File: config.mk
export PLATFORM = sky130hd
export DESIGN_NAME = main
export DESIGN_NICKNAME = d
export VERILOG_FILES = /design/src/rtl/main_pkg.sv /design/src/rtl/main_price_lookup.sv /design/src/rtl/main.sv
export SDC_FILE = /design/constraint.sdc
export NUM_CORES = 1
export LEC_CHECK = 0
export ABC_AREA = 1
export BUFFER_PORTS_ARGS = -buffer_cell sky130_fd_sc_hd__buf_2
export CAP_MARGIN = 10
export CORE_ASPECT_RATIO = 0.6
export CORE_MARGIN = 2
export CORE_UTILIZATION = 45
export DETAILED_ROUTE_END_ITERATION = 6
export MAX_ROUTING_LAYER = met4
export PLACE_DENSITY = 0.76
export SYNTH_ARGS = -nofsm -noshare
export SYNTH_HDL_FRONTEND = slang
export SYNTH_SLANG_ARGS = --single-unit
File: constraint.sdc
create_clock -name clk -period 2.5 [get_ports clk]
set_clock_uncertainty 0.2 [all_clocks]
set_input_delay 0.25 -clock clk [delete_from_list [all_inputs] [get_ports clk]]
set_output_delay 0.25 -clock clk [all_outputs]
set_load 0.02 [all_outputs]
File: src/rtl/main_pkg.sv
// ============================================================================
// Module : main_pkg
// Brief  : Shared mode encodings, unit price table and stock limits.
// Rev    : 1.0
// ============================================================================
`default_nettype none

package main_pkg;

    typedef enum logic [1:0] {
        MODE_IDLE = 2'd0,
        MODE_BUY  = 2'd1,
        MODE_ADD  = 2'd2,
        MODE_RSVD = 2'd3
    } mode_t;

    localparam int unsigned NUM_ITEMS = 8;

    localparam logic [7:0] PRICE [0:NUM_ITEMS-1] = '{
        8'd2, 8'd3, 8'd4, 8'd5, 8'd6, 8'd8, 8'd10, 8'd12
    };

    localparam logic [3:0] INIT_STOCK = 4'd5;
    localparam logic [3:0] STOCK_MAX  = 4'd15;

endpackage

`default_nettype wire

File: src/rtl/main_price_lookup.sv
// ============================================================================
// Module : price_lookup
// Brief  : Combinational cost = unit price of the item times requested units.
// Rev    : 1.0
// ============================================================================
`default_nettype none

module price_lookup
    import main_pkg::*;
(
    input  logic [2:0] supply_type,
    input  logic [3:0] customer_amount,
    output logic [7:0] cost
);

    // Largest product is 12 * 15 = 180, so 8 bits never wrap.
    always_comb begin
        cost = PRICE[supply_type] * {4'd0, customer_amount};
    end

endmodule

`default_nettype wire

File: src/rtl/main.sv
// ============================================================================
// Module : main
// Brief  : Eight-item vending stock keeper; acts once per mode entry.
// Rev    : 1.0
// ============================================================================
`default_nettype none

module main
    import main_pkg::*;
(
    input  logic       clk,
    input  logic       rst_n,
    input  logic [1:0] mode,
    input  logic [6:0] customer_money,
    input  logic [2:0] supply_type,
    input  logic [3:0] customer_amount,
    input  logic [3:0] amount_sypply_to_add,
    output logic       error
);

    logic [3:0] stock [0:NUM_ITEMS-1];
    logic [1:0] prev_mode;

    logic [7:0] cost;
    logic       entry;
    logic [3:0] cur_stock;
    logic [4:0] add_sum;
    logic       buy_ok;
    logic       next_error;
    logic       stock_we;
    logic [3:0] stock_wdata;

    price_lookup u_price_lookup (
        .supply_type     (supply_type),
        .customer_amount (customer_amount),
        .cost            (cost)
    );

    assign entry     = (mode != prev_mode);
    assign cur_stock = stock[supply_type];
    assign add_sum   = {1'b0, cur_stock} + {1'b0, amount_sypply_to_add};
    assign buy_ok    = (customer_amount != 4'd0)
                     && (cur_stock >= customer_amount)
                     && ({1'b0, customer_money} >= cost);

    always_comb begin
        next_error  = error;
        stock_we    = 1'b0;
        stock_wdata = cur_stock;
        unique case (mode_t'(mode))
            MODE_IDLE: next_error = 1'b0;
            MODE_BUY: begin
                next_error  = ~buy_ok;
                stock_we    = buy_ok;
                stock_wdata = cur_stock - customer_amount;
            end
            MODE_ADD: begin
                // An overflowing restock is rejected whole, never clamped.
                stock_we    = (add_sum <= {1'b0, STOCK_MAX});
                next_error  = ~stock_we;
                stock_wdata = add_sum[3:0];
            end
            MODE_RSVD: next_error = 1'b1;
            default:   next_error = error;
        endcase
    end

    always_ff @(posedge clk or negedge rst_n) begin
        if (!rst_n) begin
            prev_mode <= MODE_IDLE;
            error     <= 1'b0;
            for (int i = 0; i < NUM_ITEMS; i++) begin
                stock[i] <= INIT_STOCK;
            end
        end else begin
            prev_mode <= mode;
            if (entry) begin
                error <= next_error;
                if (stock_we) begin
                    stock[supply_type] <= stock_wdata;
                end
            end
        end
    end

endmodule

`default_nettype wire

=== Word-level counts from Yosys, hierarchy flattened ===
Memories as Yosys holds them, arrays and structs flattened.
Index checks and enable logic that the tools add are counted.

* Bits in registers: 35
* ROM bits: 64
* Input port bits: 22
* Output and inout port bits: 1
* Logic and storage cells: 43
* Memories kept: 1

* Add/sub/neg operators: 2
* Multiply operators: 1
* Magnitude comparators: 5
* Equality and inequality tests: 4
* Muxes and demuxes: 11
* Bitwise operators: 3
* Reduce and logical (&&, ||, !) cells: 6

{| class="wikitable"
|+ Memories
! name !! depth !! width !! read ports !! clocked after Yosys merged registers in !! write ports !! line !! RTL
|-
| (name not given) || 8 || 8 || 1 || 0 || 0 || main_price_lookup.sv:18 || <nowiki>cost = PRICE[supply_type] * {4'd0, customer_amount};</nowiki>
|}

{| class="wikitable"
|+ Operator list
! operator !! number
|-
| $bwmux 32 || 1
|-
| $mux 8 || 2
|-
| $bmux 4 s3 || 1
|-
| $demux 4 s3 || 1
|-
| $mux 4 || 3
|-
| $ge 7x8->1 || 1
|-
| $mul 8x4->8 || 1
|-
| $pmux 4 s2 || 1
|-
| $add 4x4->5 || 1
|-
| $le 5x4->1 const B || 1
|-
| $eq 2x2->1 const B || 2
|-
| $ge 4x4->1 || 1
|-
| $ge 4x4->1 const B || 1
|-
| $lt 4x1->1 const B || 1
|-
| $not 3->4 || 1
|-
| $pmux 1 s4 || 1
|-
| $reduce_bool 4->1 || 1
|-
| $sub 4x4->4 || 1
|-
| $logic_and 1x1->1 || 3
|-
| $eq 2x1->1 const B || 1
|-
| $logic_not 2->1 || 1
|-
| $ne 2x2->1 || 1
|-
| $not 1->1 || 2
|-
| $pmux 1 s2 || 1
|-
| $reduce_and 2->1 || 1
|}

=== Logic depth before layout (Yosys ltp) ===
Gate-level depths: netlist of the first run.

* Word-level depth: 9
* Gate-level depth with buffers: 25
* Gate-level depth less buffers: 23

=== Cells and area by module ===
Synthesis of the first run repeated with hierarchy kept, for this count alone.

* Cells, all modules: 458
* Area total of the unflattened synthesis: 3284.4 um^2

{| class="wikitable"
|+ By module, submodules not included
! module !! times used !! cells an instance !! area each (um^2) !! seq. area each (um^2)
|-
| main || 1 || 378 || 2760.1 || 895.9
|-
| price_lookup || 1 || 80 || 524.3 || 0.0
|}

=== Least setup slack after synthesis of the first run ===
No wires, ideal clock.

* Path type: in2reg
* Start: input port supply_type[1]
* End: register stock[11] (netlist bit)
* Setup time: 117 ps
* Arrival time: 3819 ps
* Data required time: 2183 ps
* Path slack: -1637 ps
* Cell stages on the path: 22
* Buffers on the path: 2
* Path through: buf_4 > inv_1 > ha_1 > a21oi_1 > nand2_1 > fa_1 > inv_1 > fa_1 > inv_1 > fa_1 > nor2_1 > a211oi_1 > xor2_1 > ha_1 > nand2_1 > nand2_1 > nand3_1 > nand2_1 > buf_4 > nand3_1 > nand2_1 > nand2_1

* Longest elaborated chain between the ends: 9
* Elaborated cells on any way between the ends: 24
* Classes of those cells: add/sub: 2; mul: 1; order compare: 5; mux: 10; bitwise: 1; reduce/logical: 4; memory: 1

{| class="wikitable"
|+ Ends and longest elaborated chain
! what !! line !! RTL
|-
| start, declared || main.sv:15 || <nowiki>input logic [2:0] supply_type,</nowiki>
|-
| $not 3->4 (not written as such) * || main_price_lookup.sv:18, main.sv:40, main.sv:80 ||
|-
| $mem_v2 8x8 / $bmux 4 s3 (equally long branches) || - ||
|-
| $mux 8 (not written as such) / $mux 4 (equally long branches) (2 in a row) || main_price_lookup.sv:18, main.sv:40 ||
|-
| $mul 8x4->8 / $ge 4x4->1 (equally long branches) || main_price_lookup.sv:18, main.sv:43 ||
|-
| $ge 7x8->1 / $logic_and 1x1->1 (equally long branches) || main.sv:44, main.sv:43 ||
|-
| $logic_and 1x1->1 || main.sv:44 || <nowiki>&& ({1'b0, customer_money} >= cost);</nowiki>
|-
| $pmux 1 s2 || main.sv:50 || <nowiki>unique case (mode_t'(mode))</nowiki>
|-
| $reduce_and 2->1 (no line) || - ||
|-
| end signal, assigned by index || main.sv:80 || <nowiki>stock[supply_type] <= stock_wdata;</nowiki>
|-
| end, declared || main.sv:21 || <nowiki>logic [3:0] stock [0:NUM_ITEMS-1];</nowiki>
|}

Mark *: on every way between the ends. The rest lies on a longest branch, timed or not. The select of a mux whose other input is x is not followed.
A chain may end at the register's enable or synchronous reset.

=== Worst setup path in the final report of the first run ===
* Start: input port supply_type[0]
* End: register stock[31] (netlist bit)

Same word-level chain as after synthesis.

==> impl_metrics.env, run 1 <==
export IMPL_status="finished, violations left"
export IMPL_violations="negative setup slack"
export IMPL_powerDensity_nw_per_um2=499.2
export IMPL_grt_max_degree=41
export IMPL_clockBufferDepth=2
export IMPL_crit_type="in -> reg"
export IMPL_clock_sinks=35
export IMPL_synthSimpleGateAreaFrac=0.3383
export IMPL_syn_inst=370
export IMPL_clkTransAtPathRegs_ns=0.07
export IMPL_path_max_fanout=8
export IMPL_intPower_uw=1281
export IMPL_synth_area_sq_um=2848
export IMPL_num_io_pins=23
export IMPL_cap_violations=0
export IMPL_clock_latency_ns=0.29
export IMPL_htreeDepth=2
export IMPL_nets=513
export IMPL_cts_tree="built"
export IMPL_wire_per_inst_microns=15.57
export IMPL_timing_slew_headroom=0.4916
export IMPL_synth_avg_cell_area_sq_um=7.697
export IMPL_synth_flop_cell="dfrtp_1"
export IMPL_syn_nets=430
export IMPL_synth_edff_count=0
export IMPL_finalHoldViolCount=0
export IMPL_critPathSlowestCell="fa_2"
export IMPL_routed_wl_microns=8379
export IMPL_peakVddDrop_uv=321.4
export IMPL_grt_usage=0.2522
export IMPL_grt_pass1_wl_microns=13340
export IMPL_critPathTopFamily="adder cells"
export IMPL_comb_power_share=0.417
export IMPL_die_area_sq_um=7002
export IMPL_p_clk_frac=0.229
export IMPL_worstMarginPinSlew_ns=0.7626
export IMPL_cp_required_ns=2.48
export IMPL_period_share=1.506
export IMPL_core_sq_um=6111
export IMPL_drtIter0Drc=339
export IMPL_seqPwrFrac=0.354
export IMPL_vias=2913
export IMPL_synthAdderAreaFrac=0.1828
export IMPL_leakage_uw=0.002059
export IMPL_finalNonFillerCells=538
export IMPL_area_delta_synth_final_pct=40.99
export IMPL_rsz0062_at_grt="true"
export IMPL_dr_pass1_iters=5
export IMPL_arrival_ns=3.75
export IMPL_viasPerCell=5.414
export IMPL_grt_overflow=0
export IMPL_crit_path_start_kind="primary input"
export IMPL_fin_util=0.6570
export IMPL_slew_violations=0
export IMPL_drive_above_1_share=0.3700
export IMPL_grt_pass1_vias=2761
export IMPL_rows=22
export IMPL_synth_distinct_cells=35
export IMPL_synth_compound_area_share=0.07381
export IMPL_portBuffers=22
export IMPL_filler_cell_count=506
export IMPL_antenna_found_initial=0
export IMPL_p_total_uw=2004
export IMPL_max_freq_ghz=0.2656
export IMPL_ys_ff_latch=35
export IMPL_async_reset_ff_frac=1.000
export IMPL_fin_crit_ns=3.765
export IMPL_p_sw_uw=723.3
export IMPL_yosys_warnings=0
export IMPL_cts_root_buf="clkbuf_8"
export IMPL_post_dp_hpwl_microns=5963
export IMPL_die_h_microns=65.62
export IMPL_placed_cells=517
export IMPL_endpoint_kind="flip-flop"
export IMPL_yosysSeqAreaShare=0.3146
export IMPL_crit_buf_inv=5
export IMPL_finalSetupViolations=33
export IMPL_p_sw_frac=0.3608
export IMPL_postRouteAntennaNets=0
export IMPL_path_cells="buf_12 -> buf_12 -> nand2_8 -> o21ai_4 -> or2_4 -> fa_1 -> inv_2 -> fa_2 -> inv_2 -> fa_2 -> nor2_2 -> a211oi_2 -> xor2_1 -> ha_1 -> nand2_1 -> nand2_2 -> nand3_2 -> nand2_4 -> buf_12 -> nand3_4 -> nand2_1 -> nand2_1"
export IMPL_synth_top_family_by_area="simple AND/OR/NAND/NOR gates"
export IMPL_crit_path_max_incr_delay_ns=0.58
export IMPL_finalWorstSetupSlack_ns=-1.265
export IMPL_start_util=0.4660
export IMPL_yosys_mux_area_fraction=0
export IMPL_cts_buffers=5
export IMPL_drcViolationCount=0
export IMPL_synth_xor_area_share=0.02153
export IMPL_fp_dieW_microns=106.7
export IMPL_diodes=0
export IMPL_hold_class="reg -> reg"
export IMPL_place_gp_congestion=0.9114
## per-stage QoR
stage / hold WS (ns) / worst slack, ns / instance area (sq um) / TNS [ns]
after floorplan: -0.2456 / -1.267 / 3043 / -40.56
after global placement: 0.1683 / -1.543 / 3596 / -49.54
after detailed placement: 0.1661 / -1.634 / 3596 / -52.09
after CTS: 0.2680 / -1.216 / 3911 / -38.73
after global routing: 0.2800 / -1.450 / 4015 / -46.32
final: 0.2679 / -1.265 / 4015 / -40.17
## final timing paths
check / startpoint / endpoint / slack [ns] / depth (start not counted)
worst max-delay path: supply_type[0] / stock[31] / -1.27 / 22
worst min-delay path: stock[6] / stock[6] / 0.27 / 2
worst max register to register: stock[28] / stock[13] / -0.61 / 18
worst min register to register: stock[6] / stock[6] / 0.27 / 2
max in group asynchronous: rst_n / stock[25] / 1.24 / 2
min in group asynchronous: rst_n / stock[1] / 0.36 / 2
## layout make-up
type                            instances  area, sq um  area share
Multi-Input combinational cell        286         2019      0.5030
Clock buffer                            8        100.1     0.02493
Sequential cell                        35        895.9      0.2231
Timing Repair Buffer                   86        733.2      0.1826
Tap cell                               84        105.1     0.02618
Inverter                               39        161.4     0.04020
## flip-flops by register name (all words and copies together), names as in the netlist
signal / flops
stock: 32
error: 1
prev_mode: 2
## placed cells by master, fill, tap and decap left out, types with 2 or more instances in the layout
master and instances:
inv_2 7, xor2_1 5, o22ai_1 2, fa_2 2, o21ai_0 3, a21oi_4 2, nand3_1 4, nand4_1 33
dfrtp_1 19, nand3_2 3, a22o_1 3, clkbuf_8 7, inv_1 30, buf_2 19, buf_6 2, nor2_2 4
nand2_2 15, nand3_4 8, fa_1 4, nor2_4 3, a21oi_2 2, buf_12 5, nand2_1 109, buf_16 2
inv_8 2, ha_1 29, a221oi_1 3, ha_4 3, dfstp_2 16, buf_4 54, a21oi_1 9, dlygate4sd3_1 3
nor2_1 22, nand2_4 2
## per-layer routing
layer | global-route usage | share of wire | vias up
met5 | - | 0 | -
met4 | 0.04708 | 0.0067 | 0
met3 | 0.05556 | 0.085 | 10
met2 | 0.3639 | 0.43 | 121
met1 | 0.3663 | 0.48 | 1378
li1 | - | - | 1404
## power by group through the flow
stage | Combinational (uW) | Sequential (uW) | Clock [uW]
finish | 836 | 710 | 459
floorplan | 447 | 696 | 0
global placement | 679 | 709 | 0
CTS | 785 | 703 | 460
global route | 919 | 715 | 480
detailed placement | 704 | 710 | 0
## logic make-up after synthesis
| group | Yosys count |
|---|---|
| buffers and inverters | 49 |
| AOI/OAI and AO/OA | 31 |
| adders and majority gates | 38 |
| DFF | 35 |
| and+or+nand+nor | 210 |
| xor gates and xnor gates | 7 |
## cell usage after synthesis (all sizes together), types with 2 or more instances
master  instances  area, sq um
inv            39        146.4
nand2         127        489.2
nor2           29        126.4
buf             6        35.03
nand4          34        219.0
or2             2        12.51
fa              6        120.1
o22ai           2        12.51
dfrtp          19        475.5
xor2            5        43.79
a221oi          4        41.29
ha             32        400.4
a21oi          13        76.33
dfstp          16        420.4
a22o            3        26.28
xnor2           2        17.52
nand3          15        85.08
o21ai           5        25.02
clkbuf          4        15.01
## worst min-delay path: stages (launching register included)
cell and delay [ns]:
dfstp_2 0.37, nand2_1 0.05, nand2_1 0.04
## what timing repair did
item / 4_1_cts / 5_1_grt
endpoints found under the setup margin: 33 / 33
pin swaps: 24 / 13
endpoints found under the hold margin: 21 / 0
buffers inserted: 7 / 0
gates resized for setup: 19 / 23
hold buffers: 3 / 0
gates cloned: 2 / 1
No activity file was read; power rests on OpenSTA's default activity.
==> run 2: changes to the inputs <==
--- a/config.mk
+++ b/config.mk
@@ -14,6 +14,7 @@
 export DETAILED_ROUTE_END_ITERATION = 6
 export MAX_ROUTING_LAYER = met4
 export PLACE_DENSITY = 0.76
+export REMOVE_ABC_BUFFERS = 1
 export SYNTH_ARGS = -nofsm -noshare
 export SYNTH_HDL_FRONTEND = slang
 export SYNTH_SLANG_ARGS = --single-unit
==> impl_metrics.env, run 2 (synthesized netlist as in run 1, its figures left out) <==
export IMPL_vias=2932
export IMPL_seqPwrFrac=0.368
export IMPL_grt_pass1_vias=2755
export IMPL_htreeDepth=2
export IMPL_dr_pass1_iters=5
export IMPL_drive_above_1_share=0.3550
export IMPL_core_sq_um=6111
export IMPL_portBuffers=22
export IMPL_reg_top3="stock (32), prev_mode (2), error (1)"
export IMPL_rr_worst_depth=17
export IMPL_grt_overflow=0
export IMPL_fin_crit_ns=3.831
export IMPL_antenna_found_initial=0
export IMPL_timing_slew_headroom=0.4679
export IMPL_viasPerCell=5.370
export IMPL_wire_per_inst_microns=15.21
export IMPL_p_sw_frac=0.3626
export IMPL_finalHoldViolCount=0
export IMPL_grt_max_degree=41
export IMPL_area_delta_synth_final_pct=37.26
export IMPL_finalWorstSetupSlack_ns=-1.331
export IMPL_clockBufferDepth=2
export IMPL_p_clk_frac=0.211
export IMPL_comb_power_share=0.422
export IMPL_rsz0062_at_grt="true"
export IMPL_rows=22
export IMPL_die_area_sq_um=7002
export IMPL_path_max_fanout=6
export IMPL_clkTransAtPathRegs_ns=0.07
export IMPL_clock_sinks=35
export IMPL_die_h_microns=65.62
export IMPL_hold_class="reg -> reg"
export IMPL_layout_common_cells="nand2_1, buf_4, nand4_1"
export IMPL_arrival_ns=3.81
export IMPL_post_dp_hpwl_microns=5854
export IMPL_critPathSlowestCell="fa_2"
export IMPL_place_gp_congestion=0.9468
export IMPL_num_io_pins=23
export IMPL_crit_top_cell="nand2_2"
export IMPL_cts_root_buf="clkbuf_8"
export IMPL_crit_path_start_kind="primary input"
export IMPL_powerDensity_nw_per_um2=491.2
export IMPL_p_sw_uw=696.1
export IMPL_cp_required_ns=2.48
export IMPL_slew_violations=0
export IMPL_intPower_uw=1224
export IMPL_cts_tree="built"
export IMPL_largest_register_ffs=32
export IMPL_finalSetupViolations=33
export IMPL_placed_area_sq_um=3483
export IMPL_routed_wl_microns=8305
export IMPL_cts_buffers=5
export IMPL_holdWs_ns=0.2726
export IMPL_start_util=0.4660
export IMPL_min_path_cells=2
export IMPL_violations="negative setup slack"
export IMPL_crit_type="in -> reg"
export IMPL_top_register="stock"
export IMPL_endpoint_kind="flip-flop"
export IMPL_design_area_sq_um=3909
export IMPL_clock_latency_ns=0.29
export IMPL_path_cells="buf_8 -> inv_4 -> ha_4 -> a21oi_4 -> nand2_2 -> fa_1 -> inv_2 -> fa_2 -> inv_2 -> fa_2 -> nor2_1 -> a211oi_1 -> xor2_1 -> ha_1 -> nand2_1 -> nand2_2 -> nand3_2 -> nand2_4 -> buf_6 -> buf_16 -> nand3_4 -> nand2_2 -> nand2_2"
export IMPL_worstMarginPinSlew_ns=0.7982
export IMPL_grt_pass1_wl_microns=13730
export IMPL_status="finished, violations left"
export IMPL_nets=521
export IMPL_final_common_cell="nand2_1"
export IMPL_diodes=0
export IMPL_postRouteAntennaNets=0
export IMPL_drtIter0Drc=245
export IMPL_r2r_setup_slack_ns=-0.65
export IMPL_crit_path_max_incr_delay_ns=0.58
export IMPL_drcViolationCount=0
export IMPL_grt_usage=0.2587
export IMPL_leakage_uw=0.002073
export IMPL_period_share=1.532
export IMPL_cap_violations=0
export IMPL_peakVddDrop_uv=281.8
export IMPL_fp_dieW_microns=106.7
export IMPL_max_freq_ghz=0.2610
run 2: per-stage QoR:
step	std cells	worst slack (ns)	utilization	total power (uW)	setup TNS, ns
6_report	546	-1.331	0.6396	1920	-41.59
5_1_grt	546	-1.497	0.6396	2051	-46.84
4_1_cts	544	-1.302	0.6312	1889	-40.20
3_5_place_dp	525	-1.872	0.5700	1388	-59.58
3_3_place_gp	525	-1.764	0.5700	1364	-56.36
2_1_floorplan	360	-2.057	-	1084	-65.97
run 2: path summary, 6_finish.rpt:
path / end / from
setup reg to reg: stock[15] / stock[28]
hold / removal: stock[10] / stock[10]
setup / recovery: stock[15] / supply_type[0]
hold reg to reg: stock[10] / stock[10]
min in group asynchronous: stock[11] / rst_n
max in group asynchronous: stock[9] / rst_n
run 2: layout make-up:
class	count	area, sq um
inverter	39	156.4
clock buffer	7	76.32
timing repair buffer	94	774.5
sequential	35	895.9
clock inverter	1	5.005
tap	84	105.1
fill	526	2202
multi-input combinational	286	1896
run 2: power groups by stage:
| stage | Clock, uW | Sequential, uW | Combinational, uW |
|---|---|---|---|
| floorplan | 0 | 696 | 388 |
| global placement | 0 | 710 | 654 |
| detailed placement | 0 | 710 | 678 |
| CTS | 404 | 702 | 783 |
| global route | 435 | 711 | 904 |
| finish | 404 | 706 | 810 |
run 2: layer usage:
metal / vias up / routed length [microns] / track usage
met3: 13 / 726 / 0.05456
met1: 1379 / 4049 / 0.3882
met4: 0 / 49 / 0.04058
met2: 124 / 3479 / 0.3631
met5: - / 0 / -
li1: 1416 / - / -
run 2: timing repair:
| item | 4_1_cts | 5_1_grt |
|---|---|---|
| pin swaps | 38 | 20 |
| endpoints found under the setup margin | 33 | 33 |
| setup buffers | 5 | 3 |
| hold endpoints to repair | 21 | 0 |
| hold buffers | 3 | 0 |
| gates cloned | 3 | 0 |
| resized for setup | 38 | 13 |
run 2: worst max-delay path, delay by kind of cell:
family,cells,cell delay (ns)
compound gates,2,0.22
xor+xnor,1,0.15
fa+ha+maj,5,1.92
buf+inv,6,0.49
simple gates,9,0.76
